## src/rtl/mips_ctrl_fsm_if.sv

```systemverilog
// Instruction/handshake bundle between the miniMIPS sequencer, register file, ALU and the control FSM.
// The sequencer/datapath side uses master; the control unit uses slave.
interface mips_ctrl_fsm_if #(
    parameter int DATA_WIDTH = 32
);
    logic                  START;
    logic [5:0]            OpCode;
    logic [5:0]            Funct;
    logic [4:0]            Shamt;
    logic [15:0]           Imm16;
    logic [DATA_WIDTH-1:0] DATA_R1;
    logic [DATA_WIDTH-1:0] DATA_R2;
    logic                  READ;
    logic                  WRITE;
    logic [DATA_WIDTH-1:0] ALU_OP1;
    logic [DATA_WIDTH-1:0] ALU_OP2;
    logic [5:0]            ALU_Code;
    logic                  BUSY;
    logic                  DONE;
    logic                  ERR;

    modport master (
        output START, OpCode, Funct, Shamt, Imm16, DATA_R1, DATA_R2,
        input  READ, WRITE, ALU_OP1, ALU_OP2, ALU_Code, BUSY, DONE, ERR
    );

    modport slave (
        input  START, OpCode, Funct, Shamt, Imm16, DATA_R1, DATA_R2,
        output READ, WRITE, ALU_OP1, ALU_OP2, ALU_Code, BUSY, DONE, ERR
    );
endinterface

```

## src/rtl/mips_ctrl_fsm.sv

```systemverilog
// Multi-cycle miniMIPS control unit: register read, ALU execute and write-back sequenced by
// cycle counters. Outputs are registered from the internal state, so they trail it by one cycle.
module mips_ctrl_fsm #(
    parameter int          DATA_WIDTH  = 32,
    parameter int          RF_READ_LAT = 1,
    parameter int          ALU_LAT     = 1,
    parameter logic [5:0]  NOP_OPCODE  = 6'd63
) (
    input  logic              CLK,
    input  logic              RST,
    mips_ctrl_fsm_if.slave    bus
);

    localparam int MAX_LAT = (RF_READ_LAT > ALU_LAT) ? RF_READ_LAT : ALU_LAT;
    localparam int CNT_W   = (MAX_LAT < 2) ? 1 : $clog2(MAX_LAT);

    localparam logic [CNT_W-1:0] RD_LAST = CNT_W'(RF_READ_LAT - 1);
    localparam logic [CNT_W-1:0] EX_LAST = CNT_W'(ALU_LAT - 1);

    localparam logic [5:0] OP_RTYPE = 6'h00;
    localparam logic [5:0] OP_ADDI  = 6'h08;
    localparam logic [5:0] OP_ANDI  = 6'h0C;
    localparam logic [5:0] OP_ORI   = 6'h0D;
    localparam logic [5:0] OP_LUI   = 6'h0F;
    localparam logic [5:0] FN_SHL   = 6'h01;
    localparam logic [5:0] FN_SHR   = 6'h02;

    typedef enum logic [1:0] {
        S_IDLE = 2'd0,
        S_RD   = 2'd1,
        S_EX   = 2'd2,
        S_WB   = 2'd3
    } state_t;

    state_t                state_reg, state_next;
    logic [CNT_W-1:0]      cnt_reg, cnt_next;

    logic [5:0]            opcode_reg;
    logic [5:0]            funct_reg;
    logic [4:0]            shamt_reg;
    logic [15:0]           imm_reg;

    logic                  read_reg, write_reg, busy_reg, done_reg, err_reg, err_next;
    logic [DATA_WIDTH-1:0] op1_reg, op1_next;
    logic [DATA_WIDTH-1:0] op2_reg, op2_next;
    logic [5:0]            code_reg, code_next;

    logic                  opcode_legal;
    logic                  can_take;
    logic                  accept;
    logic                  alu_load;

    always_comb begin
        opcode_legal = 1'b0;
        case (bus.OpCode)
            OP_RTYPE, OP_ADDI, OP_ANDI, OP_ORI, OP_LUI: opcode_legal = 1'b1;
            default:                                    opcode_legal = 1'b0;
        endcase
    end

    // A NOP is silently dropped; anything else unknown is rejected with ERR.
    assign can_take = ((state_reg == S_IDLE) || (state_reg == S_WB)) &&
                      bus.START && (bus.OpCode != NOP_OPCODE);
    assign accept   = can_take && opcode_legal;
    assign alu_load = (state_reg == S_EX) && (cnt_reg == '0);

    always_comb begin
        state_next = state_reg;
        cnt_next   = cnt_reg;
        err_next   = can_take && !opcode_legal;
        case (state_reg)
            S_IDLE: begin
                if (accept) begin
                    state_next = S_RD;
                    cnt_next   = '0;
                end
            end
            S_RD: begin
                if (cnt_reg == RD_LAST) begin
                    state_next = S_EX;
                    cnt_next   = '0;
                end else begin
                    cnt_next = cnt_reg + 1'b1;
                end
            end
            S_EX: begin
                if (cnt_reg == EX_LAST) begin
                    state_next = S_WB;
                    cnt_next   = '0;
                end else begin
                    cnt_next = cnt_reg + 1'b1;
                end
            end
            S_WB: begin
                state_next = accept ? S_RD : S_IDLE;
                cnt_next   = '0;
            end
            default: begin
                state_next = S_IDLE;
                cnt_next   = '0;
            end
        endcase
    end

    // Operands are formed from the latched instruction and the register-file data of this cycle.
    always_comb begin
        code_next = code_reg;
        op1_next  = op1_reg;
        op2_next  = op2_reg;
        case (opcode_reg)
            OP_RTYPE: begin
                code_next = funct_reg;
                op1_next  = bus.DATA_R1;
                if ((funct_reg == FN_SHL) || (funct_reg == FN_SHR)) begin
                    op2_next = {{(DATA_WIDTH-5){1'b0}}, shamt_reg};
                end else begin
                    op2_next = bus.DATA_R2;
                end
            end
            OP_ADDI: begin
                code_next = 6'h20;
                op1_next  = bus.DATA_R1;
                op2_next  = {{(DATA_WIDTH-16){imm_reg[15]}}, imm_reg};
            end
            OP_ANDI: begin
                code_next = 6'h24;
                op1_next  = bus.DATA_R1;
                op2_next  = {{(DATA_WIDTH-16){1'b0}}, imm_reg};
            end
            OP_ORI: begin
                code_next = 6'h25;
                op1_next  = bus.DATA_R1;
                op2_next  = {{(DATA_WIDTH-16){1'b0}}, imm_reg};
            end
            OP_LUI: begin
                code_next = 6'h01;
                op1_next  = {{(DATA_WIDTH-16){1'b0}}, imm_reg};
                op2_next  = DATA_WIDTH'(16);
            end
            default: begin
                code_next = code_reg;
            end
        endcase
    end

    always_ff @(posedge CLK) begin
        if (RST) begin
            state_reg  <= S_IDLE;
            cnt_reg    <= '0;
            opcode_reg <= '0;
            funct_reg  <= '0;
            shamt_reg  <= '0;
            imm_reg    <= '0;
            read_reg   <= 1'b0;
            write_reg  <= 1'b0;
            busy_reg   <= 1'b0;
            done_reg   <= 1'b0;
            err_reg    <= 1'b0;
            op1_reg    <= '0;
            op2_reg    <= '0;
            code_reg   <= '0;
        end else begin
            state_reg <= state_next;
            cnt_reg   <= cnt_next;
            if (accept) begin
                opcode_reg <= bus.OpCode;
                funct_reg  <= bus.Funct;
                shamt_reg  <= bus.Shamt;
                imm_reg    <= bus.Imm16;
            end
            if (alu_load) begin
                op1_reg  <= op1_next;
                op2_reg  <= op2_next;
                code_reg <= code_next;
            end
            read_reg  <= (state_reg == S_RD);
            write_reg <= (state_reg == S_WB);
            busy_reg  <= (state_reg == S_RD) || (state_reg == S_EX);
            done_reg  <= (state_reg == S_WB);
            err_reg   <= err_next;
        end
    end

    assign bus.READ     = read_reg;
    assign bus.WRITE    = write_reg;
    assign bus.BUSY     = busy_reg;
    assign bus.DONE     = done_reg;
    assign bus.ERR      = err_reg;
    assign bus.ALU_OP1  = op1_reg;
    assign bus.ALU_OP2  = op2_reg;
    assign bus.ALU_Code = code_reg;

endmodule

```

## src/flat_wrapper.sv

```systemverilog
// flat-port wrapper written by rule: the top's interface ports become plain ports
module mips_ctrl_fsm_flat 
#(
    parameter int          DATA_WIDTH  = 32,
    parameter int          RF_READ_LAT = 1,
    parameter int          ALU_LAT     = 1,
    parameter logic [5:0]  NOP_OPCODE  = 6'd63
)
  (CLK, RST, bus_START, bus_OpCode, bus_Funct, bus_Shamt, bus_Imm16, bus_DATA_R1, bus_DATA_R2, bus_READ, bus_WRITE, bus_ALU_OP1, bus_ALU_OP2, bus_ALU_Code, bus_BUSY, bus_DONE, bus_ERR);
  mips_ctrl_fsm_if #(.DATA_WIDTH(DATA_WIDTH)) bus_i ();
  input  logic CLK;
  input  logic RST;
  input wire logic [$bits(bus_i.START)-1:0] bus_START;
  input wire logic [$bits(bus_i.OpCode)-1:0] bus_OpCode;
  input wire logic [$bits(bus_i.Funct)-1:0] bus_Funct;
  input wire logic [$bits(bus_i.Shamt)-1:0] bus_Shamt;
  input wire logic [$bits(bus_i.Imm16)-1:0] bus_Imm16;
  input wire logic [$bits(bus_i.DATA_R1)-1:0] bus_DATA_R1;
  input wire logic [$bits(bus_i.DATA_R2)-1:0] bus_DATA_R2;
  output wire logic [$bits(bus_i.READ)-1:0] bus_READ;
  output wire logic [$bits(bus_i.WRITE)-1:0] bus_WRITE;
  output wire logic [$bits(bus_i.ALU_OP1)-1:0] bus_ALU_OP1;
  output wire logic [$bits(bus_i.ALU_OP2)-1:0] bus_ALU_OP2;
  output wire logic [$bits(bus_i.ALU_Code)-1:0] bus_ALU_Code;
  output wire logic [$bits(bus_i.BUSY)-1:0] bus_BUSY;
  output wire logic [$bits(bus_i.DONE)-1:0] bus_DONE;
  output wire logic [$bits(bus_i.ERR)-1:0] bus_ERR;
  assign bus_i.START = bus_START;
  assign bus_i.OpCode = bus_OpCode;
  assign bus_i.Funct = bus_Funct;
  assign bus_i.Shamt = bus_Shamt;
  assign bus_i.Imm16 = bus_Imm16;
  assign bus_i.DATA_R1 = bus_DATA_R1;
  assign bus_i.DATA_R2 = bus_DATA_R2;
  assign bus_READ = bus_i.READ;
  assign bus_WRITE = bus_i.WRITE;
  assign bus_ALU_OP1 = bus_i.ALU_OP1;
  assign bus_ALU_OP2 = bus_i.ALU_OP2;
  assign bus_ALU_Code = bus_i.ALU_Code;
  assign bus_BUSY = bus_i.BUSY;
  assign bus_DONE = bus_i.DONE;
  assign bus_ERR = bus_i.ERR;
  mips_ctrl_fsm #(.DATA_WIDTH(DATA_WIDTH), .RF_READ_LAT(RF_READ_LAT), .ALU_LAT(ALU_LAT), .NOP_OPCODE(NOP_OPCODE)) u_core (.CLK(CLK), .RST(RST), .bus(bus_i));
endmodule
```

## config.mk

```make
export PLATFORM = sky130hd
export DESIGN_NAME = mips_ctrl_fsm_flat
export DESIGN_NICKNAME = d
export VERILOG_FILES = /design/src/rtl/mips_ctrl_fsm_if.sv /design/src/rtl/mips_ctrl_fsm.sv /design/src/flat_wrapper.sv
export SDC_FILE = /design/constraint.sdc
export NUM_CORES = 1
export LEC_CHECK = 0
export CORE_MARGIN = 1
export CORE_UTILIZATION = 45
export DETAILED_ROUTE_END_ITERATION = 16
export PLACE_DENSITY = 0.84
export SYNTH_ARGS = -nofsm -noshare
export SYNTH_HDL_FRONTEND = slang
export SYNTH_SLANG_ARGS = --single-unit
```

## constraint.sdc

```tcl
create_clock -name CLK -period 2.1 [get_ports CLK]
set_clock_uncertainty 0.1 [all_clocks]
set_input_delay 0.315 -clock CLK [delete_from_list [all_inputs] [get_ports CLK]]
set_output_delay 0.315 -clock CLK [all_outputs]
set_load 0.1 [all_outputs]
```

=== Word-level counts from Yosys, hierarchy flattened ===
Cells that the tools add are included.

* Flip-flop bits (word level): 110
* Bits of input ports: 100
* Output and inout port bits: 75
* Logic and storage cells: 68

* $add $sub $neg: 1
* Equal/unequal tests: 17
* Mux-type cells: 13
* Bitwise operators: 1
* Reduce and logical (&&, ||, !) cells: 23

{| class="wikitable"
|+ Operator list
! operator !! number
|-
| $pmux 32 s4 || 1
|-
| $pmux 32 s2 || 1
|-
| $eq 6x4->1 const B || 8
|-
| $mux 32 || 1
|-
| $pmux 6 s5 || 1
|-
| $logic_not 6->1 || 2
|-
| $pmux 2 s4 || 1
|-
| $eq 6x1->1 const B || 1
|-
| $eq 6x2->1 const B || 1
|-
| $mux 2 || 3
|-
| $ne 6x6->1 const B || 1
|-
| $reduce_and 2->1 || 3
|-
| $logic_and 1x1->1 || 5
|-
| $reduce_bool 5->1 || 1
|-
| $reduce_or 5->1 || 1
|-
| $eq 2x2->1 const B || 2
|-
| $mux 1 || 4
|-
| $ne 2x2->1 const B || 2
|-
| $reduce_bool 4->1 || 1
|-
| $reduce_or 2->1 || 2
|-
| $reduce_or 4->1 || 1
|-
| $logic_or 1x1->1 || 3
|-
| $pmux 1 s3 || 1
|-
| $reduce_and 3->1 || 1
|-
| 7 further kinds || 7
|}

=== Logic depth before layout (Yosys ltp) ===
* Depth in word-level cells: 7
* Gate-level depth with buffers: 9

=== Least setup slack after synthesis ===
OpenSTA, ideal clock, no wires.

* Kind: reg-to-reg
* Start: register u_core.state_reg[0]
* End: register u_core.op1_reg[10], in the netlist u_core.bus.ALU_OP1[10]
* Arrival: 1.633 ns
* Setup slack: 0.286 ns
* Stages on the path, launching flop included: 10
* Path through: dfxtp_1 inv_1 ha_1 nor3b_2 and4_1 buf_2 buf_6 buf_6 nor2_1 a211oi_2

* Longest elaborated chain between the ends: 3

{| class="wikitable"
|+ Ends and longest elaborated chain
! element !! line !! text
|-
| from (decl) || mips_ctrl_fsm.sv:35 || <nowiki>state_t state_reg, state_next;</nowiki>
|-
| from (signal assigned) || mips_ctrl_fsm.sv:163 || <nowiki>state_reg <= state_next;</nowiki>
|-
| $eq 2x2->1 || mips_ctrl_fsm.sv:65 || <nowiki>assign alu_load = (state_reg == S_EX) && (cnt_reg == '0);</nowiki>
|-
| $logic_and 1x1->1 || mips_ctrl_fsm.sv:65 ||
|-
| $reduce_and 2->1 (no line) || -- ||
|-
| to (signal assigned) || mips_ctrl_fsm.sv:172 || <nowiki>op1_reg <= op1_next;</nowiki>
|-
| to (decl) || mips_ctrl_fsm.sv:44 || <nowiki>logic [DATA_WIDTH-1:0] op1_reg, op1_next;</nowiki>
|}

Every way passes these cells.
A chain may end at the register's enable or synchronous reset.

=== Worst setup path after layout ===
* Start: register u_core.opcode_reg[0]
* End: register u_core.op2_reg[13], in the netlist u_core.bus.ALU_OP2[13]

* Longest elaborated chain between the ends: 4
* Elaborated cells between the ends (all ways): 9

{| class="wikitable"
|+ Ends and longest elaborated chain
! element !! line !! text
|-
| from (decl) || mips_ctrl_fsm.sv:38 || <nowiki>logic [5:0] opcode_reg;</nowiki>
|-
| from (signal assigned) || mips_ctrl_fsm.sv:166 || <nowiki>opcode_reg <= bus.OpCode;</nowiki>
|-
| $eq 6x4->1 || mips_ctrl_fsm.sv:110 || <nowiki>case (opcode_reg)</nowiki>
|-
| $reduce_or 2->1 (no line) || -- ||
|-
| $reduce_bool 4->1 (no line) || -- ||
|-
| $reduce_and 2->1 (no line) || -- ||
|-
| to (signal assigned) || mips_ctrl_fsm.sv:173 || <nowiki>op2_reg <= op2_next;</nowiki>
|-
| to (decl) || mips_ctrl_fsm.sv:45 || <nowiki>logic [DATA_WIDTH-1:0] op2_reg, op2_next;</nowiki>
|}

Parallel ways exist; a longest one is shown, timed or not.

==> reports/results.tsv <==
stage	metric	value	unit
route	dr.pass1.iters	7	
power_and_ir_drop	vdd_ir_drop_max	360	uV
timing	hold_viol	0	
outcome	status	finished clean	
placed_design	hpwl	10300	um
route	dr.first_iter.drc_count	346	
logic_synthesis	synth_fp_nets	640	
worst_setup_path	criticalPathCategory	reg -> reg	
grt	grt-ovfl-total	0	
grt	grt_pass1_vias	4392	
logic_synthesis	synth-async-reset-ratio	0	%
logic_synthesis	synth-main-ff-cell	dfxtp_1	
timing	slew_viol_final	0	
placed_design	globalplace.congestion	0.863	
worst_setup_path	crit_fanout	9	
route	via_per_inst	5.61	
timing	finalSetupTns	0	ns
route	vias	4656	
finish	layout.nets	794	
clock_tree	ctsHtreeMaxLevel	3	
clock_tree	cts_hold_buffers	0	
worst_setup_path	path_cells	nand2b_1, and3_1, buf_4, a221oi_1, nor3_1	
placed_design	port_buffers	174	
finish	drive_gt1_share	20.0	%
floorplanning	fp-row-count	37	
power_and_ir_drop	leakagePower	0.00255	uW
route	antenna_left	0	
clock_tree	clk_pin_slew	0.10	ns
floorplanning	die_h	105	um
timing	min_period_over_period	93.8	%
logic_synthesis	synth_cell_types	47	
logic_synthesis	yosysWarnings	0	
flow_run	cap_violations	0	
worst_setup_path	end_kind	flop	
finish	n_antenna_cell	0	
worst_setup_path	crit_path_top_delay_cell	dfxtp_1	
min_path	hold_class	in -> reg	
floorplanning	placeableCoreArea	10300	um2
logic_synthesis	avgSynthCellArea	8.89	um2
logic_synthesis	synth_edf_count	0	
clock_tree	cts_buffers	9	
floorplanning	start_util	46.3	%
logic_synthesis	ys_ff_latch	109	
worst_setup_path	slowest_delay	0.51	ns
worst_setup_path	start_kind	flop	
worst_setup_path	critPathArrivalTime	2.11	ns
worst_setup_path	cp_data_required_time	2.24	ns
timing	rsz0062_at_grt	false	
floorplanning	die_w	105	um
timing	fmax	0.508	GHz
clock_tree	cts_tree	done	
clock_tree	clockRootBuffer	clkbuf_8	
clock_tree	clock-sinks	109	
floorplanning	die-area	11000	um2
timing	setup_viol	0	
timing	fin_worst_hold_slack	0.340	ns
timing	fin_crit	1.97	ns
finish	area_growth	39.3	%
clock_tree	clk_latency	0.38	ns
timing	worstMarginPinSlew	0.605	ns
power_and_ir_drop	power.density	862	nW/um2
route	drt-total-wl	13800	um
logic_synthesis	ys_seq_area_share	45.9	%
grt	grt_pass1_wl	22200	um
grt	grt_max_degree	57	
grt	grt_usage	25.6	%
clock_tree	clk_path_buf_depth	2	
route	drc	0	
logic_synthesis	syn-cell-area	4760	um2
logic_synthesis	netlist_instances	535	
floorplanning	io_pins	175	
grt	antenna_found_initial	0	
route	routedWlPerCell	16.7	um
timing	slew_headroom	59.7	%
==> worst paths after layout <==
check / startpoint / endpoint / slack, ns / cells after the start
min reg2reg: u_core.bus.ALU_Code[4]$_SDFFE_PP0P_ / u_core.bus.ALU_Code[4]$_SDFFE_PP0P_ / 0.36 / 2
max: u_core.opcode_reg[0]$_SDFFE_PP0P_ / u_core.bus.ALU_OP2[13]$_SDFFE_PP0P_ / 0.13 / 5
min: RST / u_core.bus.BUSY$_SDFF_PP0_ / 0.34 / 2
max reg2reg: u_core.opcode_reg[0]$_SDFFE_PP0P_ / u_core.bus.ALU_OP2[13]$_SDFFE_PP0P_ / 0.13 / 5
==> cell families after synthesis <==
kind of cell / Yosys count / synth area share, %
AND/OR/NAND/NOR: 188 / 19.3
AO/OA/AOI/OAI: 160 / 23.2
flip-flops: 109 / 45.9
buffers and inverters: 56 / 6.79
multiplexers: 16 / 3.37
adder cells (fa/ha/maj): 5 / 1.32
XOR/XNOR: 1 / 0.184
==> per-layer routing <==
metal  up-vias  GRT usage [%]  wire (um)
met3        22           4.93       1020
met4         0           9.66        253
met5         -              0          0
li1       2233              -          -
met2       223           42.1       6630
met1      2178           33.2       5940
==> layout make-up <==
class / instances / area, um2
sequential: 109 / 2180
tap: 136 / 170
timing repair buffer: 195 / 1810
clock buffer: 9 / 124
inverter: 4 / 15.0
clock inverter: 7 / 63.8
fill: 849 / 3650
multi-input combinational: 370 / 2260
==> cells in the mapped netlist (2+ instances only) <==
cell type,number,area (um2)
o31ai_1,2,15.0
a21boi_0,5,37.5
clkbuf_1,26,97.6
a211oi_1,23,173
buf_2,8,40.0
nor2b_1,2,12.5
dfxtp_1,109,2180
o211ai_1,2,15.0
nor3b_1,2,15.0
o21ai_0,34,170
nand2_1,41,154
nor2_1,53,199
a221oi_1,13,114
a211oi_2,14,175
buf_1,2,7.51
nand2b_1,7,43.8
and3_1,6,37.5
a21oi_1,57,285
buf_4,3,22.5
nor3_1,14,70.1
buf_6,12,135
o21ai_1,2,10.0
ha_1,5,62.6
inv_1,4,15.0
mux2i_1,16,160
nand3_1,51,255
and4_1,2,17.5
==> stage by stage <==
stage          cell area [um2]  setup WS (ns)  cells  util [%]  total power, uW
3_3_place_gp              6420          0.141    812      62.4             4480
2_1_floorplan             4760          0.286    535         -             3920
3_5_place_dp              6420         0.0224    812      62.4             4520
4_1_cts                   6610        0.00206    829      64.3             5720
6_report                  6630          0.131    830      64.5             5710
5_1_grt                   6630         0.0205    830      64.5             5960
==> timing repair <==
item,in CTS,in global routing
endpoints found under the hold margin,0,0
gates resized for setup,0,3
setup endpoints to repair,1,55
pin swaps,1,1
setup buffers,1,1
==> critical path: cells and delay by family (launching register included) <==
kind,cells,cell delay [ns]
AND/OR/NAND/NOR,3,0.70
flip-flops,1,0.51
buffers and inverters,1,0.22
AO/OA/AOI/OAI,1,0.31
==> power breakdown <==
part / total, uW / leakage (uW) / switching, uW / internal (uW)
logic: 2150 / 0.00158 / 1540 / 608
clock network: 1220 / 0.0000903 / 766 / 459
registers: 2330 / 0.000880 / 104 / 2230
total: 5710 / 0.00255 / 2410 / 3300
==> placed cells by master (no fill, tap or decap), types with 2 or more instances in the layout <==
master	synthesis	layout
a21oi_1	57	57
clkinvlp_4	0	2
nor3b_4	1	2
a21boi_0	5	5
a211oi_1	23	23
nor2_1	53	53
ha_1	5	5
a211oi_2	14	14
nor3_1	14	14
dfxtp_1	109	109
clkdlybuf4s50_1	0	98
nor3b_1	2	2
o21ai_1	2	2
buf_12	0	8
o211ai_1	2	2
nand2b_1	7	7
nor2b_1	2	2
inv_6	0	2
a221oi_1	13	13
inv_8	0	2
mux2i_1	16	16
o31ai_1	2	2
o21ai_0	34	34
and3_1	6	6
inv_1	4	3
clkbuf_8	0	9
nand2_1	41	41
buf_4	3	88
nand3_1	51	51
Power figures use the tool's default switching activity.
